==> config.mk <==
export PLATFORM = sky130hd
export DESIGN_NAME = pixel_write_buffer
export DESIGN_NICKNAME = d
export VERILOG_FILES = /design/src/rtl/pixel_write_buffer.sv
export SDC_FILE = /design/constraint.sdc
export NUM_CORES = 1
export LEC_CHECK = 0
export CAP_MARGIN = 20
export CORE_ASPECT_RATIO = 2
export CORE_UTILIZATION = 50
export DETAILED_ROUTE_END_ITERATION = 7
export GPL_TIMING_DRIVEN = 0
export PLACE_DENSITY = 0.8
export SETUP_SLACK_MARGIN = 0.1
export SYNTH_ARGS = -nofsm -noshare
export SYNTH_HDL_FRONTEND = slang
export SYNTH_SLANG_ARGS = --single-unit
==> constraint.sdc <==
create_clock -name clk -period 5.4 [get_ports clk]
set_input_delay 1.35 -clock clk [delete_from_list [all_inputs] [get_ports clk]]
set_output_delay 1.35 -clock clk [all_outputs]
set_load 0.05 [all_outputs]
==> src/rtl/pixel_write_buffer.sv <==
`timescale 1ns/1ps
`default_nettype none
// +-------------------------------------------------------------------------+
// | pixel_write_buffer: pixel FIFO feeding single-word frame-buffer writes  |
// | Revision: 1.0                                                           |
// +-------------------------------------------------------------------------+
module pixel_write_buffer #(
   parameter int          DEPTH        = 8,
   parameter logic [31:0] BASE_ADDR    = 32'h0000_0000,
   parameter int          FRAME_PIXELS = 307200
) (
   input  logic                     clk,
   input  logic                     reset,
   input  logic                     pixel_ready,
   input  logic [18:0]              pixel_number,
   input  logic [31:0]              rgba,
   input  logic                     frame_ready,
   input  logic                     mem_ack,
   output logic                     stall,
   output logic                     mem_write,
   output logic [31:0]              mem_addr,
   output logic [31:0]              mem_wdata,
   output logic                     frame_done,
   output logic [$clog2(DEPTH):0]   count,
   output logic                     overflow,
   output logic                     bad_pixel
);

   localparam int            AW   = $clog2(DEPTH);
   localparam int            CW   = AW + 1;
   localparam logic [CW-1:0] FULL = CW'(DEPTH);

   typedef enum logic [0:0] {
      IDLE = 1'b0,
      REQ  = 1'b1
   } state_t;

   state_t        state, state_next;
   logic [18:0]   pix_mem  [DEPTH];
   logic [31:0]   rgba_mem [DEPTH];
   logic [AW-1:0] wr_ptr, rd_ptr, load_ptr;
   logic          in_range, push, pop, load, pending, done_fire;

   assign in_range  = ({13'd0, pixel_number} < 32'(FRAME_PIXELS));
   assign push      = pixel_ready && in_range && (count != FULL);
   assign pop       = (state == REQ) && mem_ack;
   assign stall     = (count == FULL);
   assign mem_write = (state == REQ);
   assign done_fire = pending && (state == IDLE) && (count == '0);

   // On an ack with more entries queued, the entry behind the head is loaded
   // so writes stream back to back.
   always_comb begin
      state_next = state;
      load       = 1'b0;
      load_ptr   = rd_ptr;
      case (state)
         IDLE: begin
            if (count != '0) begin
               state_next = REQ;
               load       = 1'b1;
            end
         end
         REQ: begin
            if (mem_ack) begin
               if (count > CW'(1)) begin
                  load     = 1'b1;
                  load_ptr = rd_ptr + AW'(1);
               end else begin
                  state_next = IDLE;
               end
            end
         end
         default: state_next = IDLE;
      endcase
   end

   always_ff @(posedge clk or negedge reset) begin
      if (!reset) state <= IDLE;
      else        state <= state_next;
   end

   always_ff @(posedge clk) begin
      if (push) begin
         pix_mem[wr_ptr]  <= pixel_number;
         rgba_mem[wr_ptr] <= rgba;
      end
   end

   always_ff @(posedge clk or negedge reset) begin
      if (!reset) begin
         wr_ptr     <= '0;
         rd_ptr     <= '0;
         count      <= '0;
         mem_addr   <= '0;
         mem_wdata  <= '0;
         pending    <= 1'b0;
         frame_done <= 1'b0;
         overflow   <= 1'b0;
         bad_pixel  <= 1'b0;
      end else begin
         if (push) wr_ptr <= wr_ptr + AW'(1);
         if (pop)  rd_ptr <= rd_ptr + AW'(1);
         count <= count + CW'(push) - CW'(pop);
         if (load) begin
            mem_addr  <= BASE_ADDR + {11'd0, pix_mem[load_ptr], 2'b00};
            mem_wdata <= rgba_mem[load_ptr];
         end
         // A frame_ready arriving on the completion edge merges into that frame.
         pending    <= done_fire ? 1'b0 : (pending | frame_ready);
         frame_done <= done_fire;
         if (pixel_ready && in_range && (count == FULL)) overflow <= 1'b1;
         if (pixel_ready && !in_range)                   bad_pixel <= 1'b1;
      end
   end

endmodule
`default_nettype wire

# Word-level counts from Yosys, hierarchy flattened
# Memories as Yosys holds them, arrays and structs flattened. A register that Yosys moved wholly into a read port is not among the register bits.
# Index checks and enable logic that the tools add are counted.
totals:
  n_memories: 2
  register_bits: 15
  input_bits: 56
  mem_bits_ro: 0
  latchBits: 0
  ramBits: 408
  word_cells: 44
classes:
  shifts: 0
  n_addsub: 4
  n_reduce_logical: 12
  order_cmp: 2
  n_mul: 0
  eq_ne: 2
  n_bitwise: 2
  mux: 12
  n_div: 0
mem_list:
  columns: ["name", "words", "word_bits", "read_ports", "rd_clocked_by_memory_dff", "write_ports", "line_no", "rtl"]
  rows:
  - ["rgba_mem", 8, 32, 1, 1, 1, "40", "logic [31:0] rgba_mem [DEPTH];"]
  - ["pix_mem", 8, 19, 1, 1, 1, "39", "logic [18:0] pix_mem [DEPTH];"]
op_table:
  columns: ["operator", "count"]
  rows:
  - ["< comparator 19 bit, second input constant", 1]
  - ["two-way mux 3 bit", 3]
  - ["logical AND 1 bit", 7]
  - ["two-way mux 1 bit", 7]
  - ["adder 3 x 1 -> 3 bit, second input constant", 2]
  - ["adder 4 x 1 -> 4 bit", 1]
  - ["equality test 4 bit, second input constant", 1]
  - ["greater-than comparator 4 x 1 -> 1 bit, second input constant", 1]
  - ["logical NOT 4 bit", 1]
  - ["!= test 4 bit, second input constant", 1]
  - ["one-hot mux 1 bit (2 select lines)", 2]
  - ["nonzero test 4 bit", 1]
  - ["subtractor 4 x 1 -> 4 bit", 1]
  - ["logical NOT 1 bit", 3]
  - ["inverter 1 bit", 1]
  - ["OR 1 bit", 1]

# Depth between registers and ports, before layout
depth:
  depth_word: 5
  depth_mapped: 12
  ltp_nobuf: 11

# Least setup slack after synthesis
# OpenSTA, ideal clock, no wires.
synth_path:
  path_kind: "input to register"
  from: "input port pixel_number[12]"
  to: "memory pix_mem[2][0], enable pin"
  path_buffers: 1
  path_stages: 7
  required_time_ns: 4.867
  setup_time_ns: 0.533
  path_slack_ns: -1.190
  arrival_ns: 6.057
  path_cell_list: "a21oi_1 > nor2b_1 > o31ai_1 > and3_1 > clkbuf_1 > nand2b_1 > nor3b_1"
synth_via:
  elab_chain_len: 5
synth_lines:
  columns: ["element", "line_no", "rtl"]
  rows:
  - ["from (decl)", "15", "input logic [18:0] pixel_number,"]
  - ["< comparator 19 bit", "44", "assign in_range = ({13'd0, pixel_number} < 32'(FRAME_PIXELS));"]
  - ["logical AND 1 bit (2 in a row)", "45", "assign push = pixel_ready && in_range && (count != FULL);"]
  - ["two-way mux 1 bit", "84", "if (push) begin"]
  - ["two-way mux 1 bit (not written as such)", "85", "pix_mem[wr_ptr] <= pixel_number;"]
  - ["to (decl)", "39", null]
# Every way passes these cells.

# Worst setup path after layout
layout_path:
  from: "input port pixel_number[12]"
  to: "memory rgba_mem[2][2], enable pin"
layout_via:
  elab_chain_len: 5
layout_lines:
  columns: ["element", "line_no", "rtl"]
  rows:
  - ["< comparator 19 bit", "44", null]
  - ["logical AND 1 bit (2 in a row)", "45", null]
  - ["two-way mux 1 bit", "84", null]
  - ["two-way mux 1 bit (not written as such)", "86", "rgba_mem[wr_ptr] <= rgba;"]
  - ["to (decl)", "40", null]
# Every way passes these cells.

==> reports/results.ini <==
[synth]
synth_area_leaders=edfxtp_1 64%, dfrtp_1 8.6%, a221oi_1 4.7%
synth_edf_count=408
netlist.area_leader.share=0.639
synth_common_cells=408 x edfxtp_1, 102 x a221oi_1, 93 x nand2_1, 66 x dfrtp_1, 62 x nor2_1
synth_ff_type=edfxtp_1
ys_ff_latch=474
avgSynthCellArea_um2=15.5
ys_async_sr_fraction=0.139
synth_area_um2=19200
seq_area_frac_synth=0.726
yosysWarnings=0
synthDistinctLibCells=62
netlist_instances=1240
yosys.area.top_type=edfxtp_1
synth.most_common_cell=edfxtp_1

[global_routing]
antenna_found_initial=1
overflow=0
grt_pass1_wl_um=78100
grt_pass1_vias=13400
grtUsageTotal=0.274
grt_max_degree=44

[cells_and_area]
nets=1499
multi_input_comb_area_um2=4800
stdcell_count=1927
final_util=0.605
nFillCells=2656
final_cell_area_um2=22900
areaGrowthSynthToFinish_pct=19.6
regArea_um2=13900
drive_above_1_share=0.139

[sta]
timing.slew.headroom=0.255
setup_tns_ps=0
timing.hold.ws_ps=473
setup_viol=0
worstMarginPinSlew_ps=1120
hold_viol_final=0
fmaxAchievable_mhz=207
clock_skew_ps=27.3
rsz0062_at_grt=false
min_period_over_period=0.896
fin_crit_ps=4840
slew_violations=0

[floorplanning]
die_y_um=279
rows=101
core_um2=37900
dieArea_um2=39200
ioPinCount=129
die_width_um=140
start_util=0.505

[power]
leakagePower_nw=7.93
power_density_nw_per_um2=663
ir_drop_mv=0.383

[placed_design]
dp_cells=1854
placed_area_um2=21600
routabilityCongestion=0.834
io_buffer_count=115
place_hpwl_um=36300

[worst_setup_path]
slowest_delay_ps=840
cp.required_ps=5620
cp_common_cell=buf_16
critPathMaxFanout=15
r2r_start=count[2]
path_buf_inv=6
cp-startpoint=pixel_number[12]
start_kind=primary input
worstSetupEndpointType=flop
crit_family=buffers and inverters
crit_path_top_delay_cell=nor3b_4
cp_data_arrival_time_ps=5060
worstSetupPathType=primary input to flop
cp_cell_sequence=clkdlybuf4s50_1, a21oi_1, nor2b_1, o31ai_1, clkbuf_4, and3_1, clkbuf_1, nand2b_1, nor3b_4, buf_16, buf_16, buf_8

[outcome]
violations=design-rule violations
outcome=finished with violations

[clocking]
clk_latency_ps=540
cts_max_level=2
hold_buffers=0
post_cts_resized=0
cts_tree=yes
cts.sinks=474
cts_root_buf=clkbuf_16
clock_path_buffers=3
post-cts-setup-buffer-count=0
path_clk_slew_ps=60
cts_made_buffers=39

[routing]
antenna_left=0
drt-initial-drc-count=1548
drc=2
wl_um=53800
vias_per_cell=6.72
via_count=12900
dr.pass1.iters=8
wl_per_cell_um=27.9

[worst_hold_path]
worstHoldStart=overflow
hold_path.class=flop to flop

[job]
max_cap_violations=0

power by group:
part	switching (W)	internal [W]	total, W
combinational	0.00483	0.00253	0.00737
sequential	0.000325	0.00454	0.00486
clock	0.00129	0.00167	0.00297
kinds of logic (layout without fill, tap and decap cells):
| kind of cell | count (synthesis) | count (layout) | share of synthesized area |
|---|---|---|---|
| flip-flops | 474 | 474 | 0.726 |
| AO/OA/AOI/OAI | 312 | 312 | 0.139 |
| AND/OR/NAND/NOR | 256 | 256 | 0.0633 |
| buffers and inverters | 123 | 334 | 0.0306 |
| multiplexers | 58 | 58 | 0.0311 |
| adder cells (fa/ha/maj) | 10 | 10 | 0.00692 |
| XOR/XNOR | 6 | 6 | 0.00313 |
| other | 1 | 14 | 0.000196 |
cell type report:
class,instances,share of cell area
Inverter,14,0.00229
Tap cell,463,0.0253
Clock inverter,22,0.0116
Timing Repair Buffer,140,0.0748
Sequential cell,474,0.606
Multi-Input combinational cell,655,0.209
Antenna cell,1,0.000109
Buffer,109,0.0232
Clock buffer,49,0.0469
final timing paths:
path,to,slack [ps],depth (start not counted)
setup / recovery,rgba_mem[2][2],560,12
hold / removal,overflow,470,1
setup reg to reg,mem_addr[18],1960,10
hold reg to reg,overflow,470,1
max in group asynchronous,mem_wdata[5],4030,2
min in group asynchronous,mem_addr[13],750,1
per-stage QoR:
step	total power [W]	setup WS, ps
2_1_floorplan	0.00949	452
3_3_place_gp	0.0117	-2980
3_5_place_dp	0.0121	-351
4_1_cts	0.0151	189
5_1_grt	0.0157	330
6_report	0.0152	563
metal layers:
| metal | global-route usage | share of wire | vias to the layer above |
|---|---|---|---|
| li1 | - | - | 5395 |
| met1 | 0.274 | 0.31 | 6383 |
| met2 | 0.511 | 0.55 | 919 |
| met3 | 0.0381 | 0.073 | 244 |
| met4 | 0.205 | 0.068 | 0 |
| met5 | 0 | 0 | - |
flip-flops by register name (all words and copies together) (netlist names):
name        count
wr_ptr          3
mem_addr       19
bad_pixel       1
mem_wdata      32
rd_ptr          3
pending         1
rgba_mem      256
frame_done      1
mem_write       1
count           4
overflow        1
pix_mem       152
layout by cell type (no fill, tap or decap), types with 12 or more instances in the layout:
cell and n:
and3_1 54, nand2_1 93, clkbuf_1 59, mux2i_1 46, buf_2 27, dfrtp_1 66, a32o_1 14, buf_4 18
a221oi_1 102, nor2_1 60, conb_1 13, o21ai_0 26, a211oi_1 53, o22ai_1 13, a221o_1 27, buf_16 15
mux2_2 12, clkbuf_16 41, nand4_1 26, clkdlybuf4s50_1 114, o221a_2 25, edfxtp_1 408, inv_1 13
No activity file was read; power rests on OpenSTA's default activity.
